**src/rtl/fft_pkg.sv**
```systemverilog
// -----------------------------------------------------------------------------
// fft_pkg -- shared definitions for the streaming 4-point FFT (fft4_stream).
//   state_t     : frame sequencer states (LOAD, STAGE1, STAGE2, UNLOAD)
//   FFT4_N      : frame size (4 samples / 4 bins)
//   IDX_W       : width of the sample / bin index
//   SCALE_EN    : 1 when built with FFT4_SCALE_EN (per-stage >>1 scaling)
//   out_width() : output component width for a given input width
// Optional feature macro: FFT4_SCALE_EN.
// -----------------------------------------------------------------------------
package fft_pkg;

   localparam int FFT4_N = 4;
   localparam int IDX_W  = $clog2(FFT4_N);

`ifdef FFT4_SCALE_EN
   localparam bit SCALE_EN = 1'b1;
`else
   localparam bit SCALE_EN = 1'b0;
`endif

   typedef enum logic [1:0] {
      LOAD   = 2'd0,
      STAGE1 = 2'd1,
      STAGE2 = 2'd2,
      UNLOAD = 2'd3
   } state_t;

   // Two butterfly stages each add one bit of growth, unless every stage
   // halves its result, in which case the width is preserved end to end.
   function automatic int out_width(input int dw);
      return SCALE_EN ? dw : dw + 2;
   endfunction

endpackage

```
**src/rtl/fft_bfly2.sv**
```systemverilog
// -----------------------------------------------------------------------------
// fft_bfly2 -- combinational complex radix-2 butterfly.
//   sum = a + b, dif = a - b, both computed at IN_W+1 bits so the add itself
//   can never wrap. With FFT4_SCALE_EN defined the full-width result is
//   arithmetic-shifted right by 1 (floor toward -inf) before narrowing.
// Parameters:
//   IN_W  : signed input component width
//   OUT_W : signed output component width (caller guarantees the value fits)
// Ports:
//   a_re, a_im, b_re, b_im     in  IN_W   operands
//   sum_re, sum_im             out OUT_W  a + b
//   dif_re, dif_im             out OUT_W  a - b
// Optional feature macro: FFT4_SCALE_EN.
// -----------------------------------------------------------------------------
module fft_bfly2 #(
   parameter int IN_W  = 17,
   parameter int OUT_W = 18
) (
   input  logic signed [IN_W-1:0]  a_re,
   input  logic signed [IN_W-1:0]  a_im,
   input  logic signed [IN_W-1:0]  b_re,
   input  logic signed [IN_W-1:0]  b_im,
   output logic signed [OUT_W-1:0] sum_re,
   output logic signed [OUT_W-1:0] sum_im,
   output logic signed [OUT_W-1:0] dif_re,
   output logic signed [OUT_W-1:0] dif_im
);

   localparam int FW = IN_W + 1;

   logic signed [FW-1:0] s_re, s_im, d_re, d_im;

   // Sign-extend before adding so the full-precision result is exact.
   assign s_re = FW'(a_re) + FW'(b_re);
   assign s_im = FW'(a_im) + FW'(b_im);
   assign d_re = FW'(a_re) - FW'(b_re);
   assign d_im = FW'(a_im) - FW'(b_im);

`ifdef FFT4_SCALE_EN
   assign sum_re = OUT_W'(s_re >>> 1);
   assign sum_im = OUT_W'(s_im >>> 1);
   assign dif_re = OUT_W'(d_re >>> 1);
   assign dif_im = OUT_W'(d_im >>> 1);
`else
   assign sum_re = OUT_W'(s_re);
   assign sum_im = OUT_W'(s_im);
   assign dif_re = OUT_W'(d_re);
   assign dif_im = OUT_W'(d_im);
`endif

endmodule

```
**src/rtl/fft4_stream.sv**
```systemverilog
// -----------------------------------------------------------------------------
// fft4_stream -- sample-serial, pipelined 4-point radix-2 DIT DFT.
//   Buffers a 4-sample frame, runs two registered butterfly stages (forward
//   or inverse, chosen by in_inverse on sample 0) and streams the 4 bins out
//   in natural order under out_ready backpressure. One frame in flight.
// Parameters:
//   DATA_W : signed input component width
//   OUT_W  : output width, DATA_W+2 (unscaled) or DATA_W (FFT4_SCALE_EN)
// Ports:
//   clk, rst_n          in   clock, async active-low reset
//   in_valid/in_ready   in/out input sample handshake
//   in_re, in_im        in   DATA_W signed sample
//   in_inverse          in   frame mode (1 = inverse), taken with sample 0
//   out_valid/out_ready out/in output bin handshake
//   out_re, out_im      out  OUT_W signed bin
//   out_idx             out  bin index 0..3
//   out_last            out  high with bin 3
// Optional feature macro: FFT4_SCALE_EN (each stage >>1, total 1/4).
// -----------------------------------------------------------------------------
module fft4_stream
   import fft_pkg::*;
#(
   parameter  int DATA_W = 16,
   localparam int OUT_W  = out_width(DATA_W)
) (
   input  logic                     clk,
   input  logic                     rst_n,
   input  logic                     in_valid,
   output logic                     in_ready,
   input  logic signed [DATA_W-1:0] in_re,
   input  logic signed [DATA_W-1:0] in_im,
   input  logic                     in_inverse,
   output logic                     out_valid,
   input  logic                     out_ready,
   output logic signed [OUT_W-1:0]  out_re,
   output logic signed [OUT_W-1:0]  out_im,
   output logic [IDX_W-1:0]         out_idx,
   output logic                     out_last
);

   localparam int S1_W = SCALE_EN ? DATA_W : DATA_W + 1;
   // Stage-2 operands carry one extra bit so that negating d_re for the -j
   // rotation cannot wrap (d_re may sit at the most negative S1_W value).
   localparam int R_W  = S1_W + 1;
   localparam logic [IDX_W-1:0] LAST_IDX = IDX_W'(FFT4_N - 1);
   localparam logic [IDX_W-1:0] IDX_ONE  = IDX_W'(1);

   state_t           state, state_nx;
   logic [IDX_W-1:0] cnt;
   logic             inv;

   logic signed [DATA_W-1:0] x_re [FFT4_N];
   logic signed [DATA_W-1:0] x_im [FFT4_N];

   // Stage-1 registers: a = x0+x2, b = x0-x2, c = x1+x3, d = x1-x3
   logic signed [S1_W-1:0] a_re, a_im, b_re, b_im, c_re, c_im, d_re, d_im;
   // Stage-2 registers: bins in natural order, mode swap already applied
   logic signed [OUT_W-1:0] y_re [FFT4_N];
   logic signed [OUT_W-1:0] y_im [FFT4_N];

   // Stage-1 butterfly outputs
   logic signed [S1_W-1:0] a_re_n, a_im_n, b_re_n, b_im_n;
   logic signed [S1_W-1:0] c_re_n, c_im_n, d_re_n, d_im_n;
   // Stage-2 butterfly inputs/outputs
   logic signed [R_W-1:0]  bx_re, bx_im, rot_re, rot_im;
   logic signed [OUT_W-1:0] x0_re, x0_im, x2_re, x2_im;
   logic signed [OUT_W-1:0] x1_re, x1_im, x3_re, x3_im;

   // ---------------------------------------------------------------- stage 1
   fft_bfly2 #(.IN_W(DATA_W), .OUT_W(S1_W)) u_bfly_ab (
      .a_re(x_re[0]), .a_im(x_im[0]), .b_re(x_re[2]), .b_im(x_im[2]),
      .sum_re(a_re_n), .sum_im(a_im_n), .dif_re(b_re_n), .dif_im(b_im_n)
   );

   fft_bfly2 #(.IN_W(DATA_W), .OUT_W(S1_W)) u_bfly_cd (
      .a_re(x_re[1]), .a_im(x_im[1]), .b_re(x_re[3]), .b_im(x_im[3]),
      .sum_re(c_re_n), .sum_im(c_im_n), .dif_re(d_re_n), .dif_im(d_im_n)
   );

   // ---------------------------------------------------------------- stage 2
   // -j * d = (d_im, -d_re); then X1 = b + (-j d), X3 = b - (-j d).
   assign bx_re  = R_W'(b_re);
   assign bx_im  = R_W'(b_im);
   assign rot_re = R_W'(d_im);
   assign rot_im = -R_W'(d_re);

   fft_bfly2 #(.IN_W(S1_W), .OUT_W(OUT_W)) u_bfly_02 (
      .a_re(a_re), .a_im(a_im), .b_re(c_re), .b_im(c_im),
      .sum_re(x0_re), .sum_im(x0_im), .dif_re(x2_re), .dif_im(x2_im)
   );

   fft_bfly2 #(.IN_W(R_W), .OUT_W(OUT_W)) u_bfly_13 (
      .a_re(bx_re), .a_im(bx_im), .b_re(rot_re), .b_im(rot_im),
      .sum_re(x1_re), .sum_im(x1_im), .dif_re(x3_re), .dif_im(x3_im)
   );

   // ------------------------------------------------------------------ FSM
   always_ff @(posedge clk or negedge rst_n) begin
      if (!rst_n) state <= LOAD;
      else        state <= state_nx;
   end

   always_comb begin
      state_nx  = state;
      in_ready  = 1'b0;
      out_valid = 1'b0;
      out_re    = '0;
      out_im    = '0;
      out_idx   = '0;
      out_last  = 1'b0;
      case (state)
         LOAD: begin
            in_ready = 1'b1;
            if (in_valid && cnt == LAST_IDX) state_nx = STAGE1;
         end
         STAGE1: state_nx = STAGE2;
         STAGE2: state_nx = UNLOAD;
         UNLOAD: begin
            out_valid = 1'b1;
            out_re    = y_re[cnt];
            out_im    = y_im[cnt];
            out_idx   = cnt;
            out_last  = (cnt == LAST_IDX);
            if (out_ready && cnt == LAST_IDX) state_nx = LOAD;
         end
         default: state_nx = LOAD;
      endcase
   end

   // ------------------------------------------------------------- datapath
   // cnt indexes samples in LOAD and bins in UNLOAD; it wraps 3 -> 0 on the
   // final accept/transfer, so it is already 0 for the next phase.
   always_ff @(posedge clk or negedge rst_n) begin
      if (!rst_n) begin
         cnt  <= '0;
         inv  <= 1'b0;
         a_re <= '0; a_im <= '0; b_re <= '0; b_im <= '0;
         c_re <= '0; c_im <= '0; d_re <= '0; d_im <= '0;
         for (int i = 0; i < FFT4_N; i++) begin
            x_re[i] <= '0;
            x_im[i] <= '0;
            y_re[i] <= '0;
            y_im[i] <= '0;
         end
      end else begin
         case (state)
            LOAD: begin
               if (in_valid) begin
                  x_re[cnt] <= in_re;
                  x_im[cnt] <= in_im;
                  if (cnt == '0) inv <= in_inverse;
                  cnt <= cnt + IDX_ONE;
               end
            end
            STAGE1: begin
               a_re <= a_re_n; a_im <= a_im_n;
               b_re <= b_re_n; b_im <= b_im_n;
               c_re <= c_re_n; c_im <= c_im_n;
               d_re <= d_re_n; d_im <= d_im_n;
            end
            STAGE2: begin
               y_re[0] <= x0_re;
               y_im[0] <= x0_im;
               y_re[2] <= x2_re;
               y_im[2] <= x2_im;
               // Inverse DFT uses +j rotation, which just exchanges X1/X3.
               y_re[1] <= inv ? x3_re : x1_re;
               y_im[1] <= inv ? x3_im : x1_im;
               y_re[3] <= inv ? x1_re : x3_re;
               y_im[3] <= inv ? x1_im : x3_im;
            end
            UNLOAD: begin
               if (out_ready) cnt <= cnt + IDX_ONE;
            end
            default: ;
         endcase
      end
   end

endmodule
```
**config.mk**
```make
export PLATFORM = sky130hd
export DESIGN_NAME = fft4_stream
export DESIGN_NICKNAME = d
export VERILOG_FILES = /design/src/rtl/fft_pkg.sv /design/src/rtl/fft_bfly2.sv /design/src/rtl/fft4_stream.sv
export SDC_FILE = /design/constraint.sdc
export NUM_CORES = 1
export LEC_CHECK = 0
export ABC_CLOCK_PERIOD_IN_PS = 5500
export BUFFER_PORTS_ARGS = -buffer_cell sky130_fd_sc_hd__buf_4
export CORE_MARGIN = 3
export CORE_UTILIZATION = 45
export CTS_BUF_LIST = sky130_fd_sc_hd__clkbuf_8
export CTS_CLUSTER_SIZE = 12
export DETAILED_ROUTE_END_ITERATION = 10
export SYNTH_ARGS = -nofsm -noshare
export SYNTH_HDL_FRONTEND = slang
export SYNTH_SLANG_ARGS = --single-unit
export TNS_END_PERCENT = 50
```
**constraint.sdc**
```tcl
create_clock -name clk -period 5.5 [get_ports clk]
set_input_delay 1.1 -clock clk [delete_from_list [all_inputs] [get_ports clk]]
set_output_delay 1.1 -clock clk [all_outputs]
set_load 0.005 [all_outputs]
```
# Word-level counts from Yosys, hierarchy flattened
# Cells that the tools add are included.
# word_totals
register_bits,413
wordCells,92
output_inout_bits,41
input_bits,37
# classes
eq_ne,8
reduce_logical,10
n_addsub,18
muxes,26
n_bitwise,1
order_cmp,2
# op_table
cell,count
$mux 18,10
$bwmux 64,2
$bmux 18 s2,2
$add 16x16->17,4
$sub 16x16->17,4
$add 17x17->18,3
$sub 17x17->18,3
$demux 16 s2,1
$add 17x18->18,1
$neg 17->18,1
$sub 17x18->18,1
$mux 16,1
$mux 2,5
$ne 2x2->1 const B,4
$pmux 2 s4,1
$eq 2x2->1 const B,3
$reduce_and 3->1,2
$logic_not 2->1,2
$pmux 2 s2,1
$reduce_and 2->1,2
$ge 3x3->1 const B,1
$logic_and 1x1->1,3
$lt 3x1->1 const B,1
$mux 1,3
other kinds (4),4

# Longest topological paths before layout
# depth
depth_word,6
depth_mapped,17
depth_no_buf,16

# Modules after synthesis
# From an unflattened synthesis, not the netlist that was laid out.
# unflattened
hier_cells,3137
area_unflattened_um2,30959.7
# modules_own_cells
module,area_per_inst_um2,n_inst,seq_area_each_um2,cells_each
fft4_stream,17340.4,1,10334.9,1191
fft_bfly2 (u_bfly_13),3623.5,1,0.0,522
fft_bfly2 (u_bfly_02),3417.0,1,0.0,484
fft_bfly2 (u_bfly_cd),3359.5,1,0.0,475
fft_bfly2 (u_bfly_ab),3219.3,1,0.0,465

# Worst setup path before layout
# No wires, ideal clock.
# synth_path
path_kind,register to register
startpoint,"register, netlist name c_re[0]"
endpoint,register y_im[17] in the netlist's numbering
setup_ns,0.128
path_slack_ns,1.854
arrival_ns,3.518
stages_incl_launch_ff,18
n_path_buf,1
t_required_ns,5.372
synth_period_minus_slack_ns,3.646
cell_sequence,dfrtp_1 -> inv_1 -> ha_1 -> nor3b_1 -> nand2b_1 -> or4_1 -> nor3_1 -> xnor2_1 -> ha_1 -> clkbuf_1 -> inv_1 -> a21oi_1 -> o31ai_1 -> a211oi_1 -> o21ai_0 -> o22ai_1 -> mux2i_1 -> nand3_1
# synth_rtl
item,line_no,source
"end, declared",fft4_stream.sv:59,logic signed [OUT_W-1:0] y_im [FFT4_N];

==> metrics.yaml <==
cts.reportedPaths.clkPinSlew_ns: 0.06
crit_path_start_kind: "flip-flop"
ys_seq_elements: 405
ios: 78
track_usage_pct: 25.64
finalHoldViolations: 0
setup_viol: 0
drt-wirelength-per-cell_um: 21.43
cp.buffers_inverters: 2
maxCapViolCount: 0
rr_endpoint: "y_im[17]"
dieArea_sq_um: 68310
synth_cell_types: 95
finalNetCount: 3473
ant_nets: 0
rsz0062_at_grt: "false"
fmax_ghz: 0.2390
reg2reg_depth: 16
post_cts_buffers: 0
clk-insertion-delay-late_ns: 0.67
relSlewSlack_pct: 29.66
htreeDepth: 3
place_area_sq_um: 30470
viasPerCell: 5.753
ys_warn_count: 0
r2r_slack_ns: 1.32
slew_viol_final: 0
cts_inserted_buffers: 77
rows: 92
cts_resized: 0
slowest_delay_ns: 0.53
synth_area_sq_um: 29340
area_growth_pct: 9.534
drc_errors: 0
die_height_um: 261.4
fin_crit_sh_pct: 76.08
min_path_type: "in -> async"
final.min_clock_period_ns: 4.184
ys_seq_area_share_pct: 34.54
initial_core_util_pct: 46.01
routed_wl_um: 86690
syn_nets: 3464
synth_area_per_cell_sq_um: 9.357
skew_ns: 0.04367
drt_first_iter_violations: 1848
rr_startpoint: "c_re[0]"
holdBufCountCts: 0
drtPass1Iterations: 8
synth_edf_count: 0
worstSetupPathType: "reg -> reg"
async_flop_share_pct: 100.0
cts_tree: "yes"
clk_path_buf_depth: 3
dp_hpwl_um: 67750
cp_slowest_cell: "or4_1"
cp_top_family: "simple AND/OR/NAND/NOR gates"
final_cell_area_sq_um: 32140
setup_tns_ns: 0
worst_pin_slew_ns: 1.055
cts_sinks: 405
outcome: "completed"
grt_pass1_wl_um: 134500
grt_pass1_vias: 22408
die_x_um: 261.4
num_vias: 23278
crit_cells: 16
crit_start: "c_re[0]"
drive_gt1_share_pct: 15.32
critPathArrivalTime_ns: 4.70
grt.overflow.total: 0
worstPathRequired_ns: 6.01
synth_top_flop_cell: "dfrtp_1"
cts_root_buf: "clkbuf_8"
synthCells: 3136
design.core.area_sq_um: 63770
grt_max_degree: 117
place_congestion: 0.8744
antenna_found_initial: 3
cp_max_fo: 8
place.port_buffers: 77
worstSetupEndpoint: "y_im[17]"
critPathCaptureType: "flip-flop"
path_cells: "inv_1 -> ha_1 -> nor3b_1 -> nand2b_1 -> or4_1 -> nor3_1 -> xnor2_1 -> ha_1 -> inv_1 -> a21oi_1 -> o31ai_1 -> a211oi_1 -> o21ai_0 -> o22ai_1 -> mux2i_1 -> nand3_1"
-- stage by stage --
stage          worst slack (ns)  instances  util, %  hold slack, ns
3_3_place_gp              1.287       3912    47.79          0.4581
5_1_grt                  0.8369       4045    50.40          0.5014
2_1_floorplan             1.854       3136        -          0.4464
6_report                  1.316       4046    50.40          0.4570
4_1_cts                   1.276       4045    50.40          0.4519
3_5_place_dp              1.409       3912    47.79          0.4691
-- synth_stat cells, drive strengths merged, types with 7 or more instances --
cell	instances	area [sq um]
a21oi	286	1435
o311ai	8	70.07
nor2b	41	259.0
dfrtp	405	10130
fa	16	320.3
mux4	34	765.7
nor2	277	1042
o211ai	14	105.1
clkbuf	116	509.2
nand2	137	514.2
o21ai	139	695.7
nor4	19	125.1
and2	48	305.3
nor3	65	325.3
xnor2	165	1445
and3	16	100.1
nor3b	9	67.56
a21o	48	360.4
or4	9	78.82
o21a	27	202.7
a31oi	44	290.3
mux2	198	2230
nand3b	9	67.56
xor2	29	254.0
buf	48	230.2
or2	10	62.56
a211oi	27	212.7
or3	24	151.4
a221o	8	80.08
o22ai	12	75.07
mux2i	39	390.4
ha	275	3441
o31ai	29	231.5
inv	274	1028
a221oi	7	80.07
nand3	43	215.2
o21bai	46	345.3
nand4	11	68.82
nand2b	28	175.2
a21boi	11	82.58
-- registers in the layout (all words and copies together), names as in the netlist, 17 cells and up --
name,cells
y_im,70
y_re,70
x_im,64
x_re,64
b_im,17
b_re,17
c_im,17
c_re,17
-- routing by layer --
metal	global-route usage (%)	part of all wire [%]
met2	38.34	43
met5	0	0.020
met3	3.346	6.0
met1	39.02	49
met4	6.683	2.1
-- layout make-up --
type,count,area [sq um]
fill,5978,31630
multi-input combinational,2291,17480
sequential,405,10140
clock buffer,96,1321
tap,846,1059
inverter,276,1036
timing repair buffer,94,763.2
clock inverter,37,342.8
antenna,1,2.502
-- layout by cell type, fill, tap and decap left out, types with 8 or more instances in the layout --
master	instances
a211oi_1	25
a21boi_0	10
a21o_1	48
a21oi_1	285
a221o_1	8
a31oi_1	43
and2_1	45
and3_1	16
buf_4	89
clkbuf_8	96
dfrtp_1	402
fa_1	16
ha_1	273
inv_1	294
mux2_2	198
mux2i_1	39
mux4_2	34
nand2_1	137
nand2b_1	28
nand3_1	39
nand3b_1	9
nand4_1	11
nor2_1	276
nor2b_1	40
nor3_1	65
nor3b_1	9
nor4_1	18
o211ai_1	14
o21a_1	27
o21ai_0	128
o21ai_1	11
o21bai_1	46
o22ai_1	12
o31ai_1	28
or2_2	10
or3_1	23
xnor2_1	165
xor2_1	29
-- how the worst min path moves through the flow --
| stage | cells after the start | slack, ns | endpoint | from |
|---|---|---|---|---|
| 2_1_floorplan | 2 | 0.45 | y_im[29] | y_im[29] |
| 3_3_place_gp | 1 | 0.46 | y_re[8] | y_re[8] |
| 3_5_place_dp | 1 | 0.47 | y_re[42] | y_re[42] |
| 4_1_cts | 1 | 0.45 | y_re[24] | rst_n |
| 5_1_grt | 1 | 0.50 | y_re[8] | y_re[8] |
| 6_report | 1 | 0.46 | y_re[24] | rst_n |
-- kinds of logic (layout without fill, tap and decap cells) --
kind of cell	Yosys count	after routing	share of synthesized area (%)
flip-flops	405	405	34.54
buffers and inverters	440	503	6.051
XOR/XNOR	194	194	5.791
multiplexers	271	271	11.54
adder cells (fa/ha/maj)	291	291	12.82
other	0	1	0
AO/OA/AOI/OAI	777	777	16.78
AND/OR/NAND/NOR	758	758	12.49
Power is not shown: default switching activity piles up to over one toggle a cycle in this logic, so the estimate is an artifact.
